--- src/rtl/encoder_16x4_seq_pkg.sv ---
// Shared constants, state encoding and helpers for the sequential 16-to-4 encoder.
package encoder_pkg;

    localparam int WIDTH  = 16;
    localparam int CODE_W = 4;

    typedef enum logic [0:0] {
        IDLE = 1'b0,
        EMIT = 1'b1
    } enc_state_t;

    function automatic logic [CODE_W:0] popcount16(input logic [0:WIDTH-1] vec);
        logic [CODE_W:0] cnt;
        cnt = 5'd0;
        for (int i = 0; i < WIDTH; i++) begin
            cnt = cnt + {4'd0, vec[i]};
        end
        return cnt;
    endfunction

endpackage

--- src/rtl/encoder_16x4_seq_if.sv ---
// Request-in / code-out handshake bundle between the encoder and its neighbours.
interface encoder_16x4_seq_if;
    import encoder_pkg::*;

    logic [0:WIDTH-1]  D;
    logic              in_valid;
    logic              in_ready;
    logic [CODE_W-1:0] out_code;
    logic              out_valid;
    logic              out_ready;
    logic              out_last;
    logic [CODE_W:0]   out_remaining;
    logic              empty_pulse;

    modport master (
        output D, in_valid, out_ready,
        input  in_ready, out_code, out_valid, out_last, out_remaining, empty_pulse
    );

    modport slave (
        input  D, in_valid, out_ready,
        output in_ready, out_code, out_valid, out_last, out_remaining, empty_pulse
    );
endinterface

--- src/rtl/encoder_16x4_seq_prienc.sv ---
// Combinational lowest-index-first priority encoder over a [0:15] vector.
module priority_encoder_16x4
    import encoder_pkg::*;
(
    input  logic [0:WIDTH-1]  vec,
    output logic [CODE_W-1:0] idx,
    output logic              any
);

    // Scan from the top down so the lowest set index is the last one written.
    always_comb begin
        idx = 4'd0;
        for (int i = WIDTH - 1; i >= 0; i--) begin
            idx = vec[i] ? CODE_W'(i) : idx;
        end
        any = |vec;
    end

endmodule

--- src/rtl/encoder_16x4_seq.sv ---
// Sequential 16-to-4 encoder: accepts a request vector and emits the index of
// every set line, lowest first, one code per output handshake.
module encoder_16x4_seq
    import encoder_pkg::*;
(
    input  logic              clk,
    input  logic              rst,
    encoder_16x4_seq_if.slave bus
);

    localparam logic [0:0] ST_IDLE = IDLE;
    localparam logic [0:0] ST_EMIT = EMIT;

    logic [0:0]        state_r;
    logic [0:WIDTH-1]  pend_r;
    logic [0:WIDTH-1]  masked_s;
    logic [CODE_W-1:0] code_r;
    logic [CODE_W-1:0] d_idx_s;
    logic [CODE_W-1:0] nxt_idx_s;
    logic              d_any_s;
    logic              nxt_any_s;
    logic              valid_r;
    logic              last_r;
    logic              empty_r;
    logic [CODE_W:0]   remaining_r;
    logic [CODE_W:0]   d_pop_s;

    // Pending lines with the currently presented code removed.
    always_comb begin
        masked_s         = pend_r;
        masked_s[code_r] = 1'b0;
    end

    assign d_pop_s = popcount16(bus.D);

    priority_encoder_16x4 u_load_enc (
        .vec (bus.D),
        .idx (d_idx_s),
        .any (d_any_s)
    );

    priority_encoder_16x4 u_next_enc (
        .vec (masked_s),
        .idx (nxt_idx_s),
        .any (nxt_any_s)
    );

    // Control FSM, pending register and all registered outputs.
    always_ff @(posedge clk) begin
        if (rst) begin
            state_r     <= ST_IDLE;
            pend_r      <= 16'd0;
            code_r      <= 4'd0;
            valid_r     <= 1'b0;
            last_r      <= 1'b0;
            remaining_r <= 5'd0;
            empty_r     <= 1'b0;
        end else begin
            empty_r <= 1'b0;
            case (state_r)
                ST_IDLE: begin
                    if (bus.in_valid) begin
                        if (d_any_s) begin
                            pend_r      <= bus.D;
                            code_r      <= d_idx_s;
                            remaining_r <= d_pop_s;
                            last_r      <= (d_pop_s == 5'd1);
                            valid_r     <= 1'b1;
                            state_r     <= ST_EMIT;
                        end else begin
                            empty_r <= 1'b1;
                        end
                    end
                end
                ST_EMIT: begin
                    if (bus.out_ready) begin
                        pend_r <= masked_s;
                        // An empty remainder also terminates, so a corrupted count cannot emit stale codes.
                        if (last_r || !nxt_any_s) begin
                            valid_r     <= 1'b0;
                            last_r      <= 1'b0;
                            remaining_r <= 5'd0;
                            state_r     <= ST_IDLE;
                        end else begin
                            code_r      <= nxt_idx_s;
                            remaining_r <= remaining_r - 5'd1;
                            last_r      <= (remaining_r == 5'd2);
                        end
                    end
                end
                default: begin
                    state_r <= ST_IDLE;
                    valid_r <= 1'b0;
                    pend_r  <= 16'd0;
                end
            endcase
        end
    end

    assign bus.in_ready      = ~rst & (state_r == ST_IDLE);
    assign bus.out_code      = code_r;
    assign bus.out_valid     = valid_r;
    assign bus.out_last      = last_r;
    assign bus.out_remaining = remaining_r;
    assign bus.empty_pulse   = empty_r;

endmodule

--- src/flat_wrapper.sv ---
// flat-port wrapper written by rule: the top's interface ports become plain ports
module encoder_16x4_seq_flat import encoder_pkg::*;
  (clk, rst, bus_D, bus_in_valid, bus_out_ready, bus_in_ready, bus_out_code, bus_out_valid, bus_out_last, bus_out_remaining, bus_empty_pulse);
  encoder_16x4_seq_if bus_i ();
  input  logic clk;
  input  logic rst;
  input wire logic [$bits(bus_i.D)-1:0] bus_D;
  input wire logic [$bits(bus_i.in_valid)-1:0] bus_in_valid;
  input wire logic [$bits(bus_i.out_ready)-1:0] bus_out_ready;
  output wire logic [$bits(bus_i.in_ready)-1:0] bus_in_ready;
  output wire logic [$bits(bus_i.out_code)-1:0] bus_out_code;
  output wire logic [$bits(bus_i.out_valid)-1:0] bus_out_valid;
  output wire logic [$bits(bus_i.out_last)-1:0] bus_out_last;
  output wire logic [$bits(bus_i.out_remaining)-1:0] bus_out_remaining;
  output wire logic [$bits(bus_i.empty_pulse)-1:0] bus_empty_pulse;
  assign bus_i.D = bus_D;
  assign bus_i.in_valid = bus_in_valid;
  assign bus_i.out_ready = bus_out_ready;
  assign bus_in_ready = bus_i.in_ready;
  assign bus_out_code = bus_i.out_code;
  assign bus_out_valid = bus_i.out_valid;
  assign bus_out_last = bus_i.out_last;
  assign bus_out_remaining = bus_i.out_remaining;
  assign bus_empty_pulse = bus_i.empty_pulse;
  encoder_16x4_seq u_core (.clk(clk), .rst(rst), .bus(bus_i));
endmodule
--- config.mk ---
export PLATFORM = sky130hd
export DESIGN_NAME = encoder_16x4_seq_flat
export DESIGN_NICKNAME = d
export VERILOG_FILES = /design/src/rtl/encoder_16x4_seq_pkg.sv /design/src/rtl/encoder_16x4_seq_if.sv /design/src/rtl/encoder_16x4_seq_prienc.sv /design/src/rtl/encoder_16x4_seq.sv /design/src/flat_wrapper.sv
export SDC_FILE = /design/constraint.sdc
export NUM_CORES = 1
export LEC_CHECK = 0
export CORE_MARGIN = 5
export CORE_UTILIZATION = 56
export CTS_BUF_LIST = sky130_fd_sc_hd__clkbuf_16
export CTS_CLUSTER_SIZE = 14
export DETAILED_ROUTE_END_ITERATION = 10
export HOLD_SLACK_MARGIN = 0.1
export PLACE_DENSITY = 0.88
export SETUP_SLACK_MARGIN = 0.3
export SYNTH_ARGS = -nofsm -noshare
export SYNTH_HDL_FRONTEND = slang
export SYNTH_SLANG_ARGS = --single-unit
--- constraint.sdc ---
create_clock -name clk -period 5.2 [get_ports clk]
set_input_delay 1.04 -clock clk [delete_from_list [all_inputs] [get_ports clk]]
set_output_delay 1.04 -clock clk [all_outputs]
set_load 0.05 [all_outputs]
# Word-level counts from Yosys, hierarchy flattened
# Cells that the tools add are included.
dict set report totals {
  reg_bits 29
  in_bits 20
  out_inout_bits 13
  word_cells 112
}
dict set report classes {
  addsub 16
  magnitude_cmp 2
  eq_ne 7
  muxes 64
  bitwise 7
  n_reduce_logical 9
}
# operator n
set ops {}
lappend ops {{$mux W4} 36}
lappend ops {{$add A5 B1 Y5} 14}
lappend ops {{$mux W16} 3}
lappend ops {{$pmux W16 S2} 1}
lappend ops {{$reduce_or A16 Y1} 2}
lappend ops {{$mux W5} 4}
lappend ops {{$and A16 B16 Y16} 1}
lappend ops {{$not A16 Y16} 1}
lappend ops {{$mux W1} 14}
lappend ops {{$pmux W5 S2} 1}
lappend ops {{$ne A2 B2 Y1 const B} 4}
lappend ops {{$pmux W4 S2} 1}
lappend ops {{$reduce_and A4 Y1} 2}
lappend ops {{$pmux W1 S2} 3}
lappend ops {{$eq A5 B1 Y1 const B} 1}
lappend ops {{$eq A5 B2 Y1 const B} 1}
lappend ops {{$ge A5 B5 Y1 const B} 1}
lappend ops {{$lt A5 B1 Y1 const B} 1}
lappend ops {{$not A4 Y5} 1}
lappend ops {{$sub A5 B1 Y5 const B} 1}
lappend ops {{$demux W1 S4} 1}
lappend ops {{$not A1 Y1} 3}
lappend ops {{$reduce_and A3 Y1} 1}
lappend ops {{$reduce_or A3 Y1} 1}
lappend ops {{other kinds (6)} 6}

# Longest topological paths before layout
# Gate-level depths: netlist of run 1.
dict set report logic_depth {
  word_depth 26
  ltp_mapped 17
  ltp_nobuf 17
}

# Hierarchy
# A second synthesis of run 1 with hierarchy kept.
dict set report unflattened {
  hier_cells 311
  area_unflattened_um2 2396.0
}
# module n_inst cells_per_inst area_each_um2 seq_area_each_um2
set by_module_without_submodules {}
lappend by_module_without_submodules {encoder_16x4_seq 1 243 2043.2 580.6}
lappend by_module_without_submodules {priority_encoder_16x4 2 34 176.4 0.0}

# Least setup slack after synthesis of run 1
# OpenSTA, ideal clock, no wires.
dict set report synth_timing {
  path_type {input port to flip-flop}
  start {input port bus_D[14]}
  end {register u_core.last_r, in the netlist u_core.bus.out_last}
  setup_ns 0.095
  t_arrival_ns 4.644
  required_time_ns 5.105
  slack_ns 0.461
  cell_stages 13
  path_buffers 0
  path_cell_list {inv_1 > ha_1 > inv_1 > fa_1 > fa_1 > fa_1 > fa_1 > fa_1 > fa_1 > nand2b_1 > o21bai_1 > a41oi_1 > a221oi_1}
}
dict set report synth_between {
  elab_chain_len 19
  elab_cells_between_ends 22
  cone_classes {add/sub (15); eq/ne (2); mux (3); reduce/logical (2)}
}
# element line
set synth_rtl {}
lappend synth_rtl {{start: declaration} flat_wrapper.sv:7} ;# input wire logic [$bits(bus_i.D)-1:0] bus_D;
lappend synth_rtl {{$add A1 B1 Y2} encoder_16x4_seq_pkg.sv:16} ;# cnt = cnt + {4'd0, vec[i]};
lappend synth_rtl {{$add A5 B1 Y5 (14 in series)} encoder_16x4_seq_pkg.sv:16}
lappend synth_rtl {{$eq A5 B1 Y1} encoder_16x4_seq.sv:67} ;# last_r <= (d_pop_s == 5'd1);
lappend synth_rtl {{$mux W1} encoder_16x4_seq.sv:63} ;# if (d_any_s) begin
lappend synth_rtl {{$mux W1} encoder_16x4_seq.sv:62} ;# if (bus.in_valid) begin
lappend synth_rtl {{$pmux W1 S2} encoder_16x4_seq.sv:60} ;# case (state_r)
lappend synth_rtl {{end signal: assignment} encoder_16x4_seq.sv:67}
lappend synth_rtl {{end signal: assignment} encoder_16x4_seq.sv:87} ;# last_r <= (remaining_r == 5'd2);
lappend synth_rtl {{end: declaration} encoder_16x4_seq.sv:23} ;# logic last_r;
# Several ways; a longest one is shown, not always the timed one. The select of a mux whose other input is x is not followed.
# A chain may end at the register's enable or synchronous reset.

# Final worst setup path of run 1
dict set report layout_timing {
  start {input port bus_D[2]}
  end {register u_core.last_r, in the netlist u_core.bus.out_last}
}
dict set report layout_between {
  elab_chain_len 7
  elab_cells_between_ends 10
  cone_classes {add/sub (3); eq/ne (2); mux (3); reduce/logical (2)}
}
# element line
set layout_rtl {}
lappend layout_rtl {{$add A5 B1 Y5 (3 in series)} encoder_16x4_seq_pkg.sv:16}
lappend layout_rtl {{$eq A5 B1 Y1} encoder_16x4_seq.sv:67}
lappend layout_rtl {{$mux W1} encoder_16x4_seq.sv:63}
lappend layout_rtl {{$mux W1} encoder_16x4_seq.sv:62}
lappend layout_rtl {{$pmux W1 S2} encoder_16x4_seq.sv:60}
# Several ways; a longest one is shown, not always the timed one. The select of a mux whose other input is x is not followed.

==> results.sh, run 1 <==
export IMPL_r2r_cells=7
export IMPL_worst_pin_slew_ns=1.01
export IMPL_fmax_mhz=209
export IMPL_cts_setup_buffers=0
export IMPL_avgSynthCellArea_um2=7.73
export IMPL_final_setup_viol_count=0
export IMPL_nets=393
export IMPL_drive_gt1_frac=0.124
export IMPL_cp_start_kind="input pin"
export IMPL_viasPerCell=6.52
export IMPL_rr_endpoint="u_core.bus.out_remaining[1]"
export IMPL_synth_compound_area_share=0.289
export IMPL_power_frac_comb=0.501
export IMPL_vias=2653
export IMPL_grt_total_usage=0.254
export IMPL_status="finished, final reports clean"
export IMPL_cp_endpoint="u_core.bus.out_last"
export IMPL_final_common_cell="nor2_1"
export IMPL_worstPathArrival_ns=4.93
export IMPL_initial_utilization=0.571
export IMPL_syn_inst=319
export IMPL_async_reset_ff_frac=0
export IMPL_netlist_top_cells_area="dfxtp_1 24%, fa_1 8.1%, inv_1 5.2%"
export IMPL_yosysTopAreaCell="dfxtp_1"
export IMPL_synthSimpleGateAreaFrac=0.225
export IMPL_maxSlewHeadroom=0.324
export IMPL_synthMuxAreaShare=0.0360
export IMPL_netlist_area_um2=2470
export IMPL_area_growth_pct=24.4
export IMPL_grt_max_degree=30
export IMPL_synth_top_family_by_area="compound AO/OA/AOI/OAI gates"
export IMPL_grt_util_met3=0.0437
export IMPL_die_area_um2=5830
export IMPL_clk_latency_ns=0.28
export IMPL_ys_ff_latch=29
export IMPL_portBuffers=32
export IMPL_ctsRootBufferMaster="clkbuf_16"
export IMPL_postCtsHoldBufs=0
export IMPL_dp_cells=399
export IMPL_r2r_slack_ns=2.12
export IMPL_netSwitchingPower_mw=0.481
export IMPL_internal_power_mw=0.681
export IMPL_critPathRequiredTime_ns=5.35
export IMPL_fp_dieH_um=76.4
export IMPL_first_iter_violations=290
export IMPL_synthXorXnorAreaFrac=0.00355
export IMPL_routedWlPerCell_um=18.2
export IMPL_cts_tree="done"
export IMPL_antenna_found_initial=0
export IMPL_swShare=0.414
export IMPL_final_cell_mix="33 x nor2_1, 31 x inv_1, 31 x nand2_1"
export IMPL_grt_busiest_layer="met2"
export IMPL_reg2reg_from="u_core.bus.out_code[1]"
export IMPL_rows=24
export IMPL_power_density_nw_per_um2=379
export IMPL_final_cells=407
export IMPL_finalCritPeriodShare=0.919
export IMPL_firstDrtPassIters=6
export IMPL_yosysWarningCount=0
export IMPL_holdCritPathClass="reg -> reg"
export IMPL_end_kind="flip-flop"
export IMPL_grt_pass1_wl_um=12300
export IMPL_maxCapViolCount=0
export IMPL_grt_overflow_total=0
export IMPL_core_area_um2=4320
export IMPL_fin_setup_tns_ns=0
export IMPL_peakVddDrop_v=0.000297
export IMPL_clk_pin_slew_ns=0.05
export IMPL_diodes=0
export IMPL_clock_sinks=29
export IMPL_path_max_fanout=2
export IMPL_pwr_share_clk=0.235
export IMPL_postRouteAntennaNets=0
export IMPL_final_area_um2=3070
export IMPL_yosysSeqAreaShare=0.235
export IMPL_die_w_um=76.4
export IMPL_gp_congestion=0.958
export IMPL_path_class="in -> reg"
export IMPL_htreeDepth=2
export IMPL_drcViolationCount=0
export IMPL_hold_violations=0
export IMPL_synth_cell_types=57
export IMPL_synth_edf_count=0
export IMPL_synth_fp_nets=358
export IMPL_fin_crit_ns=4.78
export IMPL_routed_wl_um=7390
export IMPL_post_synth_top_area_fraction=0.235
export IMPL_leakage_nw=1.21
export IMPL_numCtsBuffers=5
export IMPL_grtUsageMet1=0.310
export IMPL_synthFlopType="dfxtp_1"
export IMPL_min_from="u_core.pend_r[0]"
export IMPL_grt_pass1_vias=2583
export IMPL_grt_util_met2=0.422
export IMPL_slew_viol_final=0
export IMPL_seq_power_share=0.263
export IMPL_cts_max_path_buffers=2
export IMPL_critPathLaunch="bus_D[2]"
export IMPL_worst_clock_skew_ns=0.0105
export IMPL_postPlaceCellArea_um2=2880
export IMPL_hpwl_um=5310
export IMPL_rsz0062_at_grt="no"
export IMPL_num_io_pins=33
export IMPL_yosys_area_share_adder=0.127
[through the flow]
step | hold WS [ns] | worst slack [ns] | utilization | power (mW)
after floorplan | 0.432 | 0.461 | - | 0.666
after global placement | 0.441 | -0.0767 | 0.666 | 0.805
after detailed placement | 0.466 | -0.259 | 0.666 | 0.833
after CTS | 0.474 | 0.303 | 0.702 | 1.13
after global routing | 0.502 | 0.293 | 0.710 | 1.24
final | 0.470 | 0.420 | 0.710 | 1.16
[synth_stat cells (all sizes together) (4+ instances only)]
cell type	number
clkbuf	13
nor4	5
a22oi	10
nand4	6
mux2	4
inv	34
o22a	4
nand3	4
nor3	8
nor2	33
buf	5
a21oi	18
ha	9
or3	5
mux2i	4
a311oi	5
o21ai	18
nand2	31
a211oi	10
dfxtp	29
nand2b	8
fa	10
[state kept, by name, summed over array words and instances, names as in the netlist]
signal / cells
u_core.bus.empty_pulse: 1
u_core.state_r: 1
u_core.bus.out_valid: 1
u_core.bus.out_code: 4
u_core.pend_r: 16
u_core.bus.out_last: 1
u_core.bus.out_remaining: 5
[critical path, cell delays in order]
cell,delay (ns)
clkdlybuf4s50_1,0.49
inv_2,0.06
fa_1,0.48
fa_1,0.52
fa_2,0.56
fa_1,0.42
fa_2,0.38
fa_2,0.35
nand2b_1,0.11
a21oi_1,0.05
o21bai_4,0.18
a41oi_2,0.20
a221oi_2,0.07
[worst min-delay path by stage]
stage                     slack (ns)          endpoint  depth (start not counted)
after global placement          0.44  u_core.pend_r[0]                          2
after floorplan                 0.43  u_core.pend_r[0]                          2
after CTS                       0.47  u_core.pend_r[0]                          2
final                           0.47  u_core.pend_r[0]                          2
after detailed placement        0.47  u_core.pend_r[0]                          2
after global routing            0.50  u_core.pend_r[0]                          2
[layer usage]
metal  vias to the layer above  part of all wire
met5                         -                 0
met2                       149              0.47
li1                       1222                 -
met4                         0             0.052
met1                      1239              0.40
met3                        43             0.079
[power groups by stage]
stage	clock [mW]	sequential (mW)	combinational, mW
after floorplan	0	0.333	0.333
after global placement	0	0.305	0.500
after detailed placement	0	0.307	0.526
after CTS	0.273	0.304	0.549
after global routing	0.292	0.312	0.638
final	0.274	0.306	0.583
[final cells by class]
| type | instances | area [um2] |
|---|---|---|
| clock buffers | 5 | 125 |
| clock inverters | 3 | 13.8 |
| fillers | 353 | 1250 |
| inverters | 34 | 128 |
| multi-input cells | 238 | 1740 |
| flip-flops and latches | 29 | 581 |
| well taps | 52 | 65.1 |
| repair buffers | 46 | 422 |
[timing repair]
item / 4_1_cts / 5_1_grt
pin swaps: 11 / 10
resized for setup: 15 / 8
setup endpoints to repair: 5 / 1
[cell families after synthesis]
family / count (synthesis)
flip-flops: 29
multiplexers: 8
AO/OA/AOI/OAI: 96
adder cells (fa/ha/maj): 19
buffers and inverters: 52
XOR/XNOR: 1
AND/OR/NAND/NOR: 114
No activity file was read; power rests on OpenSTA's default activity.
==> run 2, diff against run 1 <==
--- a/config.mk
+++ b/config.mk
@@ -8,8 +8,9 @@
 export CORE_MARGIN = 5
 export CORE_UTILIZATION = 56
 export CTS_BUF_LIST = sky130_fd_sc_hd__clkbuf_16
-export CTS_CLUSTER_SIZE = 14
+export CTS_CLUSTER_SIZE = 40
 export DETAILED_ROUTE_END_ITERATION = 10
+export GPL_ROUTABILITY_DRIVEN = 1
 export HOLD_SLACK_MARGIN = 0.1
 export PLACE_DENSITY = 0.88
 export SETUP_SLACK_MARGIN = 0.3
==> results of run 2 <==
The final DEF is identical to that of run 1; final timing and power are the same.
==> run 3, diff against run 2 <==
--- a/config.mk
+++ b/config.mk
@@ -6,14 +6,14 @@
 export NUM_CORES = 1
 export LEC_CHECK = 0
 export CORE_MARGIN = 5
-export CORE_UTILIZATION = 56
+export CORE_UTILIZATION = 45
 export CTS_BUF_LIST = sky130_fd_sc_hd__clkbuf_16
 export CTS_CLUSTER_SIZE = 40
 export DETAILED_ROUTE_END_ITERATION = 10
 export GPL_ROUTABILITY_DRIVEN = 1
-export HOLD_SLACK_MARGIN = 0.1
-export PLACE_DENSITY = 0.88
+export PLACE_DENSITY = 0.74
 export SETUP_SLACK_MARGIN = 0.3
+export SLEW_MARGIN = 5
 export SYNTH_ARGS = -nofsm -noshare
 export SYNTH_HDL_FRONTEND = slang
 export SYNTH_SLANG_ARGS = --single-unit
==> run 3 against run 2 <==
Net effect: register-to-register slack got worse by 0.04 ns; via count down 2.2%; largest power group unchanged; sequential share of layout area fell by 0.077 points; sequential power decreased by 2%; utilization decreased by 14 points; largest cell class unchanged; clock skew down 0.0086 ns; power fell by 3.2%; clock-buffer cell count unchanged; wire length shrank 4.7%; non-clock buffer count increased by 4; hold slack got worse by 0.0034 ns; sequential cell count did not move.
==> results.sh, run 3 (synthesis results as in run 1) <==
export IMPL_hpwl_um=5150
export IMPL_grt_overflow_total=0
export IMPL_cp_start_kind="input pin"
export IMPL_clk_pin_slew_ns=0.05
export IMPL_vias=2594
export IMPL_largest_reg_flops=16
export IMPL_hold_depth=2
export IMPL_grt_total_usage=0.201
export IMPL_fin_crit_ns=4.75
export IMPL_portBuffers=32
export IMPL_routedWlPerCell_um=16.4
export IMPL_postRouteAntennaNets=0
export IMPL_r2r_cells=7
export IMPL_die_w_um=84.0
export IMPL_drcViolationCount=0
export IMPL_diodes=0
export IMPL_seq_power_share=0.266
export IMPL_r2r_slack_ns=2.08
export IMPL_hold_violations=0
export IMPL_initial_utilization=0.456
export IMPL_num_io_pins=33
export IMPL_maxSlewHeadroom=0.502
export IMPL_grt_pass1_wl_um=11600
export IMPL_min_to="u_core.pend_r[0]"
export IMPL_worst_pin_slew_ns=0.747
export IMPL_final_setup_viol_count=0
export IMPL_antenna_found_initial=0
export IMPL_firstDrtPassIters=5
export IMPL_maxCapViolCount=0
export IMPL_worstPathArrival_ns=4.93
export IMPL_rsz0062_at_grt="no"
export IMPL_cts_tree="done"
export IMPL_final_area_um2=3080
export IMPL_ctsRootBufferMaster="clkbuf_16"
export IMPL_grt_max_degree=30
export IMPL_fp_dieH_um=84.0
export IMPL_clock_sinks=29
export IMPL_rows=27
export IMPL_routed_wl_um=7050
export IMPL_swShare=0.404
export IMPL_fin_total_pwr_mw=1.12
export IMPL_slew_viol_final=0
export IMPL_grt_pass1_vias=2422
export IMPL_worst_clock_skew_ns=0.00192
export IMPL_nets=397
export IMPL_critPathLaunch="bus_D[0]"
export IMPL_core_area_um2=5410
export IMPL_reg2reg_from="u_core.bus.out_code[1]"
export IMPL_path_class="in -> reg"
export IMPL_postCtsHoldBufs=0
export IMPL_power_density_nw_per_um2=365
export IMPL_leakage_nw=1.22
export IMPL_postPlaceCellArea_um2=2930
export IMPL_gp_congestion=0.897
export IMPL_status="finished, final reports clean"
export IMPL_internal_power_mw=0.670
export IMPL_critPathRequiredTime_ns=5.38
export IMPL_final_common_cell="inv_1"
export IMPL_netSwitchingPower_mw=0.454
export IMPL_pwr_share_clk=0.231
export IMPL_die_area_um2=7060
export IMPL_numCtsBuffers=5
export IMPL_fmax_mhz=210
export IMPL_drive_gt1_frac=0.101
export IMPL_end_kind="flip-flop"
export IMPL_top_register="u_core.pend_r"
export IMPL_min_from="u_core.pend_r[0]"
export IMPL_path_max_fanout=2
export IMPL_finalCritPeriodShare=0.914
export IMPL_first_iter_violations=247
export IMPL_area_growth_pct=24.9
export IMPL_viasPerCell=6.03
export IMPL_cts_max_path_buffers=2
export IMPL_holdCritPathClass="reg -> reg"
export IMPL_peakVddDrop_v=0.000225
export IMPL_power_frac_comb=0.503
export IMPL_clk_latency_ns=0.27
export IMPL_rr_endpoint="u_core.bus.out_last"
export IMPL_htreeDepth=2
export IMPL_final_cell_mix="35 x inv_1, 33 x nor2_1, 31 x nand2_1"
[run 3: area by class of cell]
cell class,count,area [um2]
inverters,34,128
repair buffers,50,453
multi-input cells,238,1700
clock buffers,5,125
fillers,507,2320
well taps,72,90.1
clock inverters,2,7.51
flip-flops and latches,29,581
[run 3: per-layer routing]
layer  global-route usage  routed length, um  vias to the layer above
li1                     -                  -                     1232
met1                0.255               2970                     1215
met2                0.327               3370                      124
met3               0.0395                495                       23
met4               0.0950                208                        0
met5                    0                  0                        -
[run 3: how the worst max path moves through the flow]
stage | end | depth (start not counted)
2_1_floorplan | u_core.bus.out_last | 13
3_3_place_gp | u_core.bus.out_last | 14
3_5_place_dp | u_core.bus.out_last | 14
4_1_cts | u_core.bus.out_last | 12
5_1_grt | u_core.bus.out_last | 14
6_report | u_core.bus.out_last | 14
[run 3: critical path, cell delays in order]
cell             delay [ns]
clkdlybuf4s50_1        0.48
inv_1                  0.06
fa_1                   0.56
fa_2                   0.45
fa_1                   0.50
fa_1                   0.43
fa_2                   0.37
buf_4                  0.14
inv_1                  0.05
a21o_1                 0.12
a21oi_2                0.06
xor2_1                 0.26
a41oi_1                0.16
a221oi_1               0.24
[run 3: repair_timing]
item | 4_1_cts | 5_1_grt
gates resized for setup | 5 | 2
pin swaps | 10 | 8
setup buffers | 1 | 0
endpoints found under the setup margin | 5 | 4
[run 3: per-stage QoR]
stage / instances / setup WS, ns / TNS, ns / hold slack, ns / util
2_1_floorplan: 319 / 0.461 / 0 / 0.432 / -
3_3_place_gp: 422 / -0.0849 / -0.0930 / 0.442 / 0.541
3_5_place_dp: 422 / -0.189 / -0.415 / 0.450 / 0.541
4_1_cts: 430 / 0.303 / 0 / 0.460 / 0.569
5_1_grt: 430 / 0.303 / 0 / 0.510 / 0.570
6_report: 430 / 0.448 / 0 / 0.467 / 0.570
[run 3: power by group through the flow]
stage               combinational (mW)  sequential [mW]  clock, mW
floorplan                        0.333            0.333          0
detailed placement               0.532            0.301          0
finish                           0.566            0.299      0.260
global placement                 0.513            0.300          0
CTS                              0.557            0.297      0.265
global route                     0.619            0.304      0.276
